--- config.mk ---
export PLATFORM = sky130hd
export DESIGN_NAME = mc_control_unit
export DESIGN_NICKNAME = d
export VERILOG_FILES = /design/src/rtl/mc_control_unit.sv
export SDC_FILE = /design/constraint.sdc
export NUM_CORES = 1
export LEC_CHECK = 0
export BUFFER_PORTS_ARGS = -buffer_cell sky130_fd_sc_hd__buf_2
export CORE_UTILIZATION = 35
export CTS_CLUSTER_DIAMETER = 100
export DETAILED_ROUTE_END_ITERATION = 6
export SETUP_SLACK_MARGIN = 0.4
export SLEW_MARGIN = 10
export SYNTH_ARGS = -nofsm -noshare
export SYNTH_HDL_FRONTEND = slang
export SYNTH_SLANG_ARGS = --single-unit
--- constraint.sdc ---
create_clock -name clock -period 4.2 [get_ports clock]
set_input_delay 0.42 -clock clock [delete_from_list [all_inputs] [get_ports clock]]
set_output_delay 0.42 -clock clock [all_outputs]
set_load 0.1 [all_outputs]
--- src/rtl/mc_control_unit.sv ---
// Multi-cycle FETCH/DECODE/EXECUTE/MEM/WRITEBACK sequencer for the 16-bit core.
// Instruction and data memories are variable-latency handshakes; control outputs are registered.
module mc_control_unit #(
    parameter int unsigned         DATA_WIDTH = 16,
    parameter int unsigned         PC_WIDTH   = 8,
    parameter logic [PC_WIDTH-1:0] RESET_PC   = '0
) (
    input  logic                  clock,
    input  logic                  reset,
    output logic                  instr_req,
    input  logic [15:0]           instr_in,
    input  logic                  instr_valid,
    input  logic                  zero_flag,
    input  logic                  pos_flag,
    input  logic                  mem_ready,
    output logic [PC_WIDTH-1:0]   PC,
    output logic [2:0]            rs_addr,
    output logic [2:0]            rt_addr,
    output logic [2:0]            rd_addr,
    output logic [DATA_WIDTH-1:0] imm_data,
    output logic [3:0]            alu_sel,
    output logic                  imm_sel,
    output logic                  mem_sel,
    output logic                  mem_req,
    output logic                  mem_write,
    output logic                  rf_write,
    output logic                  halted
);

    localparam int unsigned OFF_W = (PC_WIDTH > 10) ? PC_WIDTH : 10;

    localparam logic [3:0] OP_NOP   = 4'h0;
    localparam logic [3:0] OP_MOVI  = 4'hB;
    localparam logic [3:0] OP_LOAD  = 4'hC;
    localparam logic [3:0] OP_STORE = 4'hD;
    localparam logic [3:0] OP_BR    = 4'hE;
    localparam logic [3:0] OP_HALT  = 4'hF;

    typedef enum logic [2:0] {
        S_FETCH,
        S_DECODE,
        S_EXECUTE,
        S_MEM,
        S_WB,
        S_HALT
    } state_e;

    state_e                  state_q, state_d;
    logic [PC_WIDTH-1:0]     pc_q, pc_d;
    logic [15:0]             ir_q, ir_d;
    logic [2:0]              rs_q, rs_d, rt_q, rt_d, rd_q, rd_d;
    logic [DATA_WIDTH-1:0]   imm_q, imm_d;
    logic [3:0]              alu_q, alu_d;
    logic                    imm_sel_q, imm_sel_d;
    logic                    mem_sel_q, mem_sel_d;
    logic                    instr_req_q, instr_req_d;
    logic                    mem_req_q, mem_req_d;
    logic                    mem_write_q, mem_write_d;
    logic                    rf_write_q, rf_write_d;
    logic                    halted_q, halted_d;

    logic [3:0]              op_q, op_in;
    logic                    is_alu_q, is_alu_in;
    logic                    br_taken;
    logic [OFF_W-1:0]        br_off;

    assign op_q      = ir_q[15:12];
    assign op_in     = instr_in[15:12];
    assign is_alu_q  = (op_q != OP_NOP) && (op_q <= OP_MOVI);
    assign is_alu_in = (op_in != OP_NOP) && (op_in <= OP_MOVI);
    assign br_off    = OFF_W'($signed(ir_q[9:0]));

    // Branch condition evaluated against the externally registered flags during EXECUTE.
    always_comb begin
        br_taken = 1'b0;
        case (ir_q[11:10])
            2'b00:   br_taken = 1'b1;
            2'b01:   br_taken = zero_flag;
            2'b10:   br_taken = pos_flag;
            default: br_taken = ~zero_flag;
        endcase
    end

    always_comb begin
        state_d   = state_q;
        pc_d      = pc_q;
        ir_d      = ir_q;
        rs_d      = rs_q;
        rt_d      = rt_q;
        rd_d      = rd_q;
        imm_d     = imm_q;
        alu_d     = alu_q;
        imm_sel_d = imm_sel_q;
        mem_sel_d = mem_sel_q;

        case (state_q)
            S_FETCH: begin
                // Decode fields are captured at accept so they are already valid during DECODE.
                if (instr_valid) begin
                    ir_d      = instr_in;
                    pc_d      = pc_q + PC_WIDTH'(1);
                    rd_d      = instr_in[11:9];
                    rs_d      = instr_in[8:6];
                    rt_d      = instr_in[5:3];
                    imm_d     = DATA_WIDTH'($signed(instr_in[8:0]));
                    alu_d     = is_alu_in ? op_in : 4'h0;
                    imm_sel_d = (op_in == OP_MOVI);
                    mem_sel_d = (op_in == OP_LOAD);
                    state_d   = S_DECODE;
                end
            end
            S_DECODE: begin
                if (op_q == OP_NOP) begin
                    state_d = S_FETCH;
                end else if (op_q == OP_HALT) begin
                    state_d = S_HALT;
                end else begin
                    state_d = S_EXECUTE;
                end
            end
            S_EXECUTE: begin
                state_d = S_FETCH;
                if ((op_q == OP_LOAD) || (op_q == OP_STORE)) begin
                    state_d = S_MEM;
                end else if (op_q == OP_BR) begin
                    if (br_taken) begin
                        pc_d = pc_q + PC_WIDTH'(br_off);
                    end
                end else if (is_alu_q) begin
                    state_d = S_WB;
                end
            end
            S_MEM: begin
                if (mem_ready) begin
                    state_d = (op_q == OP_LOAD) ? S_WB : S_FETCH;
                end
            end
            S_WB:    state_d = S_FETCH;
            S_HALT:  state_d = S_HALT;
            default: state_d = S_FETCH;
        endcase

        instr_req_d = (state_d == S_FETCH);
        mem_req_d   = (state_d == S_MEM);
        mem_write_d = (state_d == S_MEM) && (op_q == OP_STORE);
        rf_write_d  = (state_d == S_WB);
        halted_d    = (state_d == S_HALT);
    end

    always_ff @(posedge clock or negedge reset) begin
        if (!reset) begin
            state_q     <= S_FETCH;
            pc_q        <= RESET_PC;
            ir_q        <= 16'h0000;
            rs_q        <= 3'd0;
            rt_q        <= 3'd0;
            rd_q        <= 3'd0;
            imm_q       <= '0;
            alu_q       <= 4'h0;
            imm_sel_q   <= 1'b0;
            mem_sel_q   <= 1'b0;
            instr_req_q <= 1'b1;
            mem_req_q   <= 1'b0;
            mem_write_q <= 1'b0;
            rf_write_q  <= 1'b0;
            halted_q    <= 1'b0;
        end else begin
            state_q     <= state_d;
            pc_q        <= pc_d;
            ir_q        <= ir_d;
            rs_q        <= rs_d;
            rt_q        <= rt_d;
            rd_q        <= rd_d;
            imm_q       <= imm_d;
            alu_q       <= alu_d;
            imm_sel_q   <= imm_sel_d;
            mem_sel_q   <= mem_sel_d;
            instr_req_q <= instr_req_d;
            mem_req_q   <= mem_req_d;
            mem_write_q <= mem_write_d;
            rf_write_q  <= rf_write_d;
            halted_q    <= halted_d;
        end
    end

    // The request flop resets high so fetch starts right after release; reset masks it meanwhile.
    assign instr_req = instr_req_q & reset;
    assign PC        = pc_q;
    assign rs_addr   = rs_q;
    assign rt_addr   = rt_q;
    assign rd_addr   = rd_q;
    assign imm_data  = imm_q;
    assign alu_sel   = alu_q;
    assign imm_sel   = imm_sel_q;
    assign mem_sel   = mem_sel_q;
    assign mem_req   = mem_req_q;
    assign mem_write = mem_write_q;
    assign rf_write  = rf_write_q;
    assign halted    = halted_q;

endmodule

==> flow_summary.toml <==
[placed_design]
gp_congestion = 0.7796
dp_hpwl_um = 3013
placed_area_um2 = 2326
io_buffers = 65

[detailed_routing]
drt-vias-per-instance = 4.784
ant_nets = 0
wl_met2_um = 1988
remaining_drc_errors = 0
drt_pass1_iterations = 4
wl_met3_um = 226
drt-initial-drc-count = 52
wl_um = 4219
via_count = 1598
post_drt_wl_per_cell_um = 12.63
top_layer = "met4"
met1Wirelength_um = 1941

[final_layout]
final_common_cell = "buf_2"
drive_above_1_share_pct = 34.73
n_fill_cell = 566
area_delta_synth_final_pct = 14.59
stdcell_area_um2 = 2417
final_nets = 291
antenna_cells = 0
seqCellArea_um2 = 952.2
multiInputGateArea_um2 = 928.4
final_cell_mix = "65 x buf_2, 61 x nand2_1, 37 x dfrtp_1, 9 x and2_1"

[critical_path]
cp-start-kind = "flop"
worstPathArrival_ns = 2.78
path_common_cell = "a21oi_1"
crit_path_top_delay_cell = "dfrtp_1"
crit_path_cell_trace = "nor3b_2, buf_4, nand2b_1, ha_1, fa_1, a21oi_1, o211ai_1, a21oi_1, xnor2_1, mux2_2"
critPathMaxFanout = 11
end_kind = "flop"
cp_slowest_stage_delay_ns = 0.49
required_ns = 4.37
critical_path_class = "flop to flop"

[logic_synthesis]
synth_cells = 218
yosysSeqAreaShare_pct = 45.14
synth_cell_types = 41
synth_warnings = 0
syn-cell-area_um2 = 2110
syn_area_per_cell_um2 = 9.677
ys_seq_elements = 38
synth_nets = 248

[grt]
first_global_vias = 1452
gr-total-overflow = 0
grt_max_degree = 40
grt_usage_pct = 14.24
antenna_found_initial = 0
grt_pass1_wl_um = 6886

[floorplan]
io_pins = 66
coreArea_um2 = 5642
initial_core_util_pct = 37.39
die_y_um = 79.64
die_area_um2 = 6342
rows = 27
die_w_um = 79.64

[sta]
clock_skew_ns = 0.006031
worst_pin_slew_ns = 0.8440
whs_ns = 0.1781
final.setup.tns_ns = 0
rsz0062_at_grt = "no"
setup_viol = 0
fin_crit_sh_pct = 62.23
period_minus_slack_ns = 2.614
slew_headroom_pct = 43.73
fmax_mhz = 382.6
hold_viol_final = 0
slew_violations = 0

[clocking]
cts_resized = 0
cts-hold-fix-buffers = 0
clockRootBuffer = "clkbuf_8"
cts.sinks = 38
cts_max_level = 2
postCtsSetupRepairBufs = 0
cts_tree = "built"
cts.path.max_buffers = 2
clk_pin_slew_worst_paths_ns = 0.07
cts_buffers = 5
worst_skew_pair.late_latency_ns = 0.28

[run]
cap_viol_max_count = 0

[min_path]
hp-class = "input pin to async pin"

[outcome]
status = "complete, no violations"
[area by class of cell]
| type | count | area share [%] |
|---|---|---|
| Inverter | 2 | 0.3106 |
| Sequential cell | 38 | 39.39 |
| Timing Repair Buffer | 68 | 14.39 |
| Multi-Input combinational cell | 146 | 38.41 |
| Tap cell | 72 | 3.727 |
| Clock buffer | 7 | 3.571 |
| Clock inverter | 1 | 0.2070 |
[registers in the layout, indices dropped and copies added (netlist names)]
| name | cells |
|---|---|
| PC | 8 |
| instr_req_q | 1 |
| rf_write | 1 |
| imm_sel | 1 |
| ir_q | 16 |
| alu_sel | 4 |
| mem_req | 1 |
| state_q | 3 |
| halted | 1 |
| mem_sel | 1 |
| mem_write | 1 |
[layer usage]
layer  vias to the layer above  track usage [%]
met4                         0            5.455
met3                         6            3.543
met2                        49            22.31
li1                        787                -
met1                       756            18.79
met5                         -                0
[critical path: cells and delay by family, from the launching register on]
| kind | cells | cell delay [ns] |
|---|---|---|
| AO/OA/AOI/OAI | 3 | 0.56 |
| buffers and inverters | 1 | 0.21 |
| multiplexers | 1 | 0.26 |
| flip-flops | 1 | 0.49 |
| adder cells (fa/ha/maj) | 2 | 0.61 |
| AND/OR/NAND/NOR | 2 | 0.29 |
| XOR/XNOR | 1 | 0.08 |
[synth_stat cells (all sizes together)]
library cell | instances | share of area, %
a2111oi | 1 | 1.3
a211oi | 1 | 0.36
a21o | 1 | 0.36
a21oi | 9 | 2.8
a41oi | 1 | 0.42
and2 | 10 | 3.0
buf | 27 | 9.6
clkbuf | 5 | 0.89
dfrtp | 37 | 44
dfstp | 1 | 1.2
fa | 1 | 0.95
ha | 7 | 4.2
inv | 2 | 0.36
mux2 | 7 | 3.7
mux2i | 1 | 0.47
nand2 | 61 | 11
nand2b | 4 | 1.2
nand3 | 5 | 1.2
nand3b | 2 | 0.71
nand4b | 1 | 0.42
nor2 | 3 | 0.53
nor2b | 3 | 0.89
nor3 | 3 | 0.71
nor3b | 3 | 1.3
nor4 | 2 | 0.59
nor4b | 1 | 1.1
o211ai | 2 | 0.95
o21a | 1 | 0.36
o21ai | 4 | 0.95
o32ai | 1 | 0.42
o41ai | 1 | 0.42
or2 | 2 | 0.59
or3 | 1 | 0.30
or4b | 1 | 0.47
xnor2 | 3 | 1.2
xor2 | 3 | 1.2
[per-stage QoR]
step           util (%)  std cells  setup WS [ns]
6_report          42.85        334          1.586
5_1_grt           42.85        334          1.458
4_1_cts           42.85        334          1.591
3_5_place_dp      41.23        326          1.648
3_3_place_gp      41.23        326          1.705
2_1_floorplan         -        218          1.792
[path summary, 6_finish.rpt]
| path | start | end | slack, ns | cells after the start |
|---|---|---|---|---|
| worst max register to register | state_q[0] | PC[6] | 1.59 | 10 |
| worst min register to register | alu_sel[1] | alu_sel[1] | 0.47 | 2 |
| max in group asynchronous | reset | instr_req_q | 3.65 | 2 |
| min in group clock | instr_in[8] | ir_q[8] | 0.32 | 3 |
| worst min-delay path | reset | ir_q[0] | 0.18 | 2 |
| worst max-delay path | state_q[0] | PC[6] | 1.59 | 10 |
[kinds of logic after synthesis]
logic type      after synthesis  synth area share [%]
flops                        38                 45.14
simple gates                102                 23.84
mux                           8                 4.211
fa+ha+maj                     8                 5.101
buf+inv                      34                 10.85
compound gates               22                 8.364
xor+xnor                      6                 2.492
Power is not shown: default switching activity piles up to over one toggle a cycle in this logic, so the estimate is an artifact.
